`config.mk`:
```
export PLATFORM = sky130hd
export DESIGN_NAME = regfile_arbiter
export DESIGN_NICKNAME = d
export VERILOG_FILES = /design/src/rtl/regfile_arbiter.sv
export SDC_FILE = /design/constraint.sdc
export NUM_CORES = 1
export LEC_CHECK = 0
export CAP_MARGIN = 10
export CORE_ASPECT_RATIO = 0.9
export CORE_MARGIN = 5
export CORE_UTILIZATION = 30
export DETAILED_ROUTE_END_ITERATION = 8
export DONT_BUFFER_PORTS = 1
export PLACE_DENSITY = 0.44
export SLEW_MARGIN = 10
export SYNTH_ARGS = -nofsm -noshare
export SYNTH_HDL_FRONTEND = slang
export SYNTH_SLANG_ARGS = --single-unit
```
`constraint.sdc`:
```
create_clock -name clk -period 2 [get_ports clk]
set_input_delay 0.4 -clock clk [delete_from_list [all_inputs] [get_ports clk]]
set_output_delay 0.4 -clock clk [all_outputs]
set_load 0.1 [all_outputs]
```
`src/rtl/regfile_arbiter.sv`:
```
// Round-robin arbiter sharing one single-port register file between port A (ALU writeback)
// and port B (load unit / debug); one access per IDLE -> ACCESS -> DONE pass.
module regfile_arbiter #(
    parameter int DW = 8,
    parameter int AW = 3
) (
    input  logic          clk,
    input  logic          rst,
    input  logic          a_req,
    input  logic          a_we,
    input  logic [AW-1:0] a_addr,
    input  logic [DW-1:0] a_wdata,
    output logic          a_ack,
    output logic [DW-1:0] a_rdata,
    input  logic          b_req,
    input  logic          b_we,
    input  logic [AW-1:0] b_addr,
    input  logic [DW-1:0] b_wdata,
    output logic          b_ack,
    output logic [DW-1:0] b_rdata,
    output logic          rf_write_en,
    output logic          rf_out_en,
    output logic [AW-1:0] rf_sel,
    output logic [DW-1:0] rf_data_in,
    input  logic [DW-1:0] rf_data_out,
    output logic          busy
);

    typedef enum logic [1:0] {
        IDLE   = 2'd0,
        ACCESS = 2'd1,
        DONE   = 2'd2
    } state_t;

    state_t        state_r;
    logic          last_grant_r;   // 1'b1 = port B was granted last
    logic          op_port_r;      // 1'b1 = current operation belongs to port B
    logic          op_we_r;
    logic          wr_phase_r;
    logic          rd_phase_r;
    logic          a_ack_r;
    logic          b_ack_r;
    logic          busy_r;
    logic [DW-1:0] a_rdata_r;
    logic [DW-1:0] b_rdata_r;
    logic [AW-1:0] rf_sel_r;
    logic [DW-1:0] rf_data_in_r;

    logic          any_req_s;
    logic          grant_a_s;
    logic          win_we_s;
    logic [AW-1:0] win_addr_s;
    logic [DW-1:0] win_wdata_s;

    // Winner selection: a lone requester wins, contention goes to the port not granted last.
    always_comb begin
        any_req_s = a_req | b_req;
        if (a_req && b_req) begin
            grant_a_s = last_grant_r;
        end else begin
            grant_a_s = a_req;
        end
        if (grant_a_s) begin
            win_we_s    = a_we;
            win_addr_s  = a_addr;
            win_wdata_s = a_wdata;
        end else begin
            win_we_s    = b_we;
            win_addr_s  = b_addr;
            win_wdata_s = b_wdata;
        end
    end

    // Access sequencer: grant and latch op in IDLE, drive the file in ACCESS, acknowledge in DONE.
    always_ff @(posedge clk) begin
        if (rst) begin
            state_r      <= IDLE;
            last_grant_r <= 1'b1;
            op_port_r    <= 1'b0;
            op_we_r      <= 1'b0;
            wr_phase_r   <= 1'b0;
            rd_phase_r   <= 1'b0;
            a_ack_r      <= 1'b0;
            b_ack_r      <= 1'b0;
            busy_r       <= 1'b0;
            a_rdata_r    <= {DW{1'b0}};
            b_rdata_r    <= {DW{1'b0}};
            rf_sel_r     <= {AW{1'b0}};
            rf_data_in_r <= {DW{1'b0}};
        end else begin
            case (state_r)
                IDLE: begin
                    a_ack_r <= 1'b0;
                    b_ack_r <= 1'b0;
                    if (any_req_s) begin
                        state_r      <= ACCESS;
                        busy_r       <= 1'b1;
                        last_grant_r <= ~grant_a_s;
                        op_port_r    <= ~grant_a_s;
                        op_we_r      <= win_we_s;
                        wr_phase_r   <= win_we_s;
                        rd_phase_r   <= ~win_we_s;
                        rf_sel_r     <= win_addr_s;
                        rf_data_in_r <= win_wdata_s;
                    end else begin
                        state_r    <= IDLE;
                        busy_r     <= 1'b0;
                        wr_phase_r <= 1'b0;
                        rd_phase_r <= 1'b0;
                    end
                end
                ACCESS: begin
                    state_r    <= DONE;
                    wr_phase_r <= 1'b0;
                    rd_phase_r <= 1'b0;
                    a_ack_r    <= ~op_port_r;
                    b_ack_r    <= op_port_r;
                    // Read data is only valid while rf_out_en is high, i.e. in this cycle.
                    if (!op_we_r && !op_port_r) begin
                        a_rdata_r <= rf_data_out;
                    end else if (!op_we_r && op_port_r) begin
                        b_rdata_r <= rf_data_out;
                    end else begin
                        a_rdata_r <= a_rdata_r;
                        b_rdata_r <= b_rdata_r;
                    end
                end
                DONE: begin
                    state_r <= IDLE;
                    a_ack_r <= 1'b0;
                    b_ack_r <= 1'b0;
                    busy_r  <= 1'b0;
                end
                default: begin
                    state_r    <= IDLE;
                    wr_phase_r <= 1'b0;
                    rd_phase_r <= 1'b0;
                    a_ack_r    <= 1'b0;
                    b_ack_r    <= 1'b0;
                    busy_r     <= 1'b0;
                end
            endcase
        end
    end

    // Enables are gated by rst combinationally so a reset landing on ACCESS never writes.
    assign rf_write_en = wr_phase_r & ~rst;
    assign rf_out_en   = rd_phase_r & ~rst;
    assign rf_sel      = rf_sel_r;
    assign rf_data_in  = rf_data_in_r;
    assign a_ack       = a_ack_r;
    assign b_ack       = b_ack_r;
    assign a_rdata     = a_rdata_r;
    assign b_rdata     = b_rdata_r;
    assign busy        = busy_r;

endmodule

```
Yosys cells after proc, flatten, opt, wreduce, memory -nomap -nowiden
Cells that the tools add are included.
{ "word_totals": {"ff_bits": 37, "elab_cells": 46, "out_inout_bits": 32} }
{ "op_classes": {"n_mux": 12, "n_reduce_logical": 10, "n_bitwise": 9, "eq_ne": 2} }
{ "op_table": {"columns": ["op", "n"], "rows": [
  ["2-to-1 mux 8 bit", 1],
  ["2-to-1 mux 1 bit", 6],
  ["NOT 1 bit", 6],
  ["case mux 1 bit (2 select lines)", 3],
  ["case mux 2 bit (2 select lines)", 1],
  ["AND reduction 2 bit", 2],
  ["logical AND 1 bit", 3],
  ["2-to-1 mux 3 bit", 1],
  ["AND reduction 3 bit", 1],
  ["bitwise AND 1 bit", 2],
  ["== test 2 x 1 -> 1 bit, second input constant", 1],
  ["== test 2 bit, second input constant", 1],
  ["zero test 1 bit", 2],
  ["zero test 2 bit", 1],
  ["OR reduction 2 bit", 1],
  ["OR 1 bit", 1]
]} }

Depth between registers and ports, before layout
{ "logic_depth": {"ltp_word": 6, "ltp_mapped": 5, "depth_no_buf": 4} }

Worst setup path before layout
No wires, ideal clock.
{ "synth_path": {"kind": "input-to-output", "startpoint": "input port rst", "endpoint": "output port rf_write_en", "t_arrival_ps": 1957, "n_path_buf": 1, "t_required_ps": 1600, "path_slack_ps": -357, "path_stages": 2, "cell_sequence": "clkbuf_1 -> nor2b_1"} }
{ "synth_via": {"elab_chain_len": 2} }
{ "synth_rtl": {"columns": ["item", "line_no", "text"], "rows": [
  ["start: declaration", "8", "input logic rst,"],
  ["NOT 1 bit", "147", "assign rf_write_en = wr_phase_r & ~rst;"],
  ["bitwise AND 1 bit", "147", null],
  ["end: declaration", "21", "output logic rf_write_en,"]
]} }
Every way passes these cells.

Worst setup path in the final report
{ "layout_path": {"startpoint": "register rd_phase_r", "endpoint": "output port rf_out_en"} }
{ "layout_via": {"elab_chain_len": 1} }
{ "layout_rtl": {"columns": ["item", "line_no", "text"], "rows": [
  ["start: declaration", "40", "logic rd_phase_r;"],
  ["start signal: assignment", "102", "rd_phase_r <= ~win_we_s;"],
  ["bitwise AND 1 bit", "148", "assign rf_out_en = rd_phase_r & ~rst;"],
  ["end: declaration", "22", "output logic rf_out_en,"]
]} }
Every way passes these cells.

==> qor.txt <==
total global-route track usage: 0.120
Worst Reg2Reg Path Length in Cells: 4
Lkg Pwr: 0.000758 uW
average via count per standard cell: 4.72
run status: completed
crit path DAT: 1.02 ns
Synth-to-Final Area Change: 27.4%
highest ir drop seen on vdd: 395 uV
Layout Skew: 0.00623 ns
count of pins over their slew limit: 0
count of mapped cells out of synthesis: 162
net total in the final layout: 229
wire length of the first global-routing pass: 6.31 mm
core utilization of the finished layout: 0.392
GR Util met1: 0.132
CTS Root Buffer Type: clkbuf_8
number of register bits inferred by synthesis: 37
critical path required time: 1.60 ns
maximum number of pins on one net before global-route repair: 38
power per cell area: 1100 nW/um^2
highest clock rate: 702 MHz
initial antenna violation count: 0
met2 capacity usage during global routing: 0.204
Core Area: 4800 sq um
placement-stage worst setup slack: 0.560 ns
number of optimization iterations in the first detailed-route pass: 2
maximum number of buffers from clock root to sink: 2
Hold Crit Depth: 1
Net Count, Synth: 198
post-CTS setup buffer count: 0
top cell type's share of synthesized area: 0.501
Fin Setup TNS: 0 ns
part of the cycle the worst path needs: 0.712
TritonCTS clock tree: built
area of placed instances: 1760 sq um
launch point of the worst reg-to-reg path: last_grant_r
hold buffer count at cts: 0
R2R Setup Slk: 0.60 ns
final count of negative-setup-slack endpoints: 0
setup repair after global routing missed its margin: false
reg2reg end: op_we_r
Syn. warnings: 0
quantity of gates resized following cts: 0
hold endpoint: rd_phase_r
capturing element type of the critical path: output port
type of the worst setup path: reg -> out
Via Count: 1222
least setup slack across all paths after layout: 0.575 ns
Slew @ Worst Pin: 0.569 ns
tightest slew margin relative to the limit: 0.618
worst min-delay path class: in -> reg
clock sinks: 37
share of cells above drive strength 1: 0.284
sequential area share after synthesis: 0.501
Avg Synthesized Cell Area: 9.12 sq um
Placement Rows: 24
count of max-cap constraint violations: 0
time the worst path needs with I/O delays and setup: 1.42 ns
buffers added on ports: 0
Skew-Pair Late Insertion Delay: 0.29 ns
Inserted Clock Buffers: 5
number of diodes added for antenna fixing: 0
number of distinct library cells after synthesis: 29
leading cell types in the layout, fill and taps excluded: nand2_1, dfxtp_1, buf_4
DRC violation total after the first TritonRoute iteration: 44
area of the die: 6430 sq um
placed wire-length estimate: 2.72 mm
Die Span Y: 76.6 microns
number of placed I/O pins: 68
htree depth: 2
most common cell after layout, fill and taps aside: nand2_1
number of placed instances with taps included: 251
horizontal die dimension: 84.0 microns
Clock Pin Slew Worst Setup and Hold Paths: 0.07 ns
busiest layer in global routing: met2
Congestion Overflow GR: 0
total length of routed wires: 3.64 mm
Non-Filler Instances: 259
GRT met3 Usage: 0.0508
number of global-route vias before repair: 1348
Routability Congestion: 0.694
final count of hold timing violations: 0
Synth Cell Area: 1480 sq um
post-route cell area: 1880 sq um
average routed wire per standard cell: 14.0 microns
top area cells in the synthesized netlist: dfxtp_1, nand2_1, nor2_1
starting density of the core: 0.308
Hold Startpoint: rst
post-route ant nets: 0
cell taking the most area after synthesis: dfxtp_1
highest net fanout along the worst path: 2
total DRC errors in the routed layout: 0
critical path startpoint category: flip-flop
==> state kept, by name (all words and copies together) (netlist names) <==
signal and count:
a_rdata 8, rf_data_in 8, op_we_r 1, last_grant_r 1, rd_phase_r 1, a_ack 1
state_r 2, rf_sel 3, op_port_r 1, wr_phase_r 1, b_rdata 8, busy 1
b_ack 1
==> worst max-delay path by stage <==
stage,from,to,depth (start not counted)
after floorplan,rst,rf_write_en,2
after global placement,b_req,rd_phase_r,4
after detailed placement,b_req,rd_phase_r,4
after CTS,rd_phase_r,rf_out_en,2
after global routing,last_grant_r,rd_phase_r,4
final,rd_phase_r,rf_out_en,2
==> Yosys cell counts (all sizes together) <==
library cell   n
a21o           1
a221o          1
a21oi          9
dfxtp         37
a22oi          1
buf            6
mux2i          8
nand3b         2
and2           3
o21bai         1
a211oi         1
o31ai          1
clkbuf         4
or3            2
nor2b          2
nand2b         2
a311oi        11
nand2         39
nor3           4
nor2          26
nor3b          1
==> power by group <==
group	leakage, uW	switching (uW)	internal, uW	total (uW)
Sequential	0.000304	27.3	792	820
Combinational	0.000397	450	129	579
Clock	0.0000574	265	405	671
Total	0.000758	742	1330	2070
==> worst max-delay path: stages (launching register included) <==
cell,delay [ns]
dfxtp_1,0.33
nor2b_2,0.13
buf_4,0.29
==> routing by layer <==
layer | vias to the layer above | part of all wire
met2 | 31 | 0.50
met4 | 0 | 0.014
met1 | 576 | 0.42
met5 | - | 0
met3 | 6 | 0.067
li1 | 609 | -
==> layout make-up <==
type / instances / area, sq um
multi-input cells: 115 / 686
clock inverters: 2 / 37.5
flip-flops and latches: 37 / 741
clock buffers: 6 / 82.6
fillers: 497 / 2920
repair buffers: 34 / 255
well taps: 65 / 81.3
==> per-stage QoR <==
stage | hold WS, ns | total power (uW)
6_report | 0.180 | 2070
2_1_floorplan | 0.461 | 1330
3_3_place_gp | 0.439 | 1410
3_5_place_dp | 0.448 | 1420
5_1_grt | 0.153 | 2170
4_1_cts | 0.162 | 2100
==> cell families (layout without fill, tap and decap cells) <==
kind of cell           Yosys count  in the layout  share of synthesized area
DFF                             37             37                      0.501
buffers and inverters           10             42                     0.0381
muxes                            8              8                     0.0542
and+or+nand+nor                 81             81                      0.255
AOI/OAI and AO/OA               26             26                      0.152
Power figures use the tool's default switching activity.
==> patch, RTL diff (same flow settings) <==
Change the parameter `AW` from 3 to 4.
--- a/src/rtl/regfile_arbiter.sv
+++ b/src/rtl/regfile_arbiter.sv
@@ -2,7 +2,7 @@
 // and port B (load unit / debug); one access per IDLE -> ACCESS -> DONE pass.
 module regfile_arbiter #(
     parameter int DW = 8,
-    parameter int AW = 3
+    parameter int AW = 4
 ) (
     input  logic          clk,
     input  logic          rst,
Interface: changed (resized a_addr, b_addr and rf_sel); port bits go from 68 to 71. The function was not compared with the original's and may differ.
==> patch against the unedited design <==
- wire length down 1.7%
- via count up 2.5%
- critical path depth unchanged
- setup slack worse by 0.0045 ns
- power down 7.9%
- design area down 2.2%
- sequential cell count up 1
- sequential power up 2.6%
- clock skew up 0.0022 ns
- synthesized area down 0.68%
- critical path type unchanged
- critical endpoint is now rf_write_en
==> patch: results (changes against the unedited design) <==
[logic_synthesis]
muxShareOfSynthArea = 0.0546  ; was 0.0542
synth_area_leaders = dfxtp_1, nand2_1, a311oi_1, nor2_1, mux2i_1  ; was dfxtp_1, nand2_1, nor2_1, mux2i_1, a311oi_2
synth-compound-area-share = 0.135  ; was 0.152
synthAdderAreaFrac = 0  ; unchanged
synth.net_count = 205  ; was 198
synth_cell_types = 25  ; was 29
synthTopCellsByCount = nand2_1, dfxtp_1, nor2_1, a311oi_1, a21oi_1  ; was nand2_1, dfxtp_1, nor2_1, a21oi_1, mux2i_1
ys_seq_area_frac = 0.518  ; was 0.501

[run_status]
outcome = complete, no violations  ; unchanged

[sta]
relSlewSlack = 0.629  ; was 0.618
skew_ns = 0.00847  ; was 0.00623 ns

[global_route]
grtUsageMet2 = 0.208  ; was 0.204
grt_use_met3 = 0.0454  ; was 0.0508
grt_use_met1 = 0.124  ; was 0.132
grt_start_max_net_pins = 39  ; was 38
grt_pass1_vias = 1376  ; was 1348
antenna_found_initial = 0  ; unchanged
grt_pass1_wl_mm = 6.20  ; was 6.31 mm
grt_use_total = 0.118  ; was 0.120

[finish]
drive_gt1_frac = 0.236  ; was 0.284
nets = 237  ; was 229

[cts]
clk_latency_ns = 0.28
h-tree-depth = 2  ; unchanged

[place]
dp_hpwl_mm = 2.70  ; was 2.72 mm
gp_congestion = 0.738  ; was 0.694
portBuffers = 0  ; unchanged

[pwr]
ir_drop_v = 0.000427  ; was 0.000395 V
leakage_nw = 0.758  ; about the same

[drt]
dr.pass1.iters = 4  ; was 2
first_iter_violations = 46  ; was 44
vias_per_cell = 4.75  ; was 4.72
wl_per_cell_um = 13.5  ; was 14.0 um

[critical_path]
critPathMaxFanout = 2  ; unchanged

-- patch: report_power, final --
group / switching [W] / total (W) / internal [W]
Sequential: 0.0000262 / 0.000841 / 0.000815
Combinational: 0.000463 / 0.000587 / 0.000124
Clock: 0.000244 / 0.000478 / 0.000234
Total: 0.000733 / 0.00191 / 0.00117
-- patch: stage by stage --
stage	setup WS, ns	cell area (sq um)	power (W)	instances	hold WS, ns
6_report	0.571	1840	0.00191	264	0.180
2_1_floorplan	0.196	1470	0.00136	167	0.458
5_1_grt	0.445	1840	0.00200	264	0.160
3_5_place_dp	0.545	1760	0.00145	257	0.447
4_1_cts	0.545	1840	0.00194	264	0.173
3_3_place_gp	0.589	1760	0.00144	257	0.437
-- patch: cells by family (layout without fill, tap and decap cells) --
group / after synthesis / count (layout)
flip-flops: 38 / 38
buffers and inverters: 10 / 42
multiplexers: 8 / 8
AND/OR/NAND/NOR: 84 / 84
AO/OA/AOI/OAI: 27 / 27
-- patch: metal layers --
metal / up-vias / wire length, um
met3: 5 / 240
met1: 578 / 1450
met5: - / 0
met4: 0 / 40
li1: 637 / -
met2: 33 / 1840
-- patch: critical path, cell delays in order (launching register included) --
cell and delay (ns):
dfxtp_1 0.30, nor2b_2 0.15, buf_4 0.30
-- patch: area by class of cell --
class | count | area, sq um
Timing Repair Buffer | 35 | 263
Multi-Input combinational cell | 119 | 658
Tap cell | 65 | 81.3
Clock buffer | 5 | 68.8
Clock inverter | 2 | 10.0
Sequential cell | 38 | 761
Fill cell | 514 | 2960
-- patch: path summary, 6_finish.rpt --
path / startpoint / endpoint / slack, ns / cells past startpoint
worst max register to register: last_grant_r$_SDFFE_PP1P_ / rd_phase_r$_SDFFE_PP0P_ / 0.58 / 4
worst min register to register: a_rdata[2]$_SDFFE_PP0P_ / a_rdata[2]$_SDFFE_PP0P_ / 0.45 / 2
worst min-delay path: rst / a_rdata[5]$_SDFFE_PP0P_ / 0.18 / 1
worst max-delay path: wr_phase_r$_SDFFE_PP0P_ / rf_write_en / 0.57 / 2
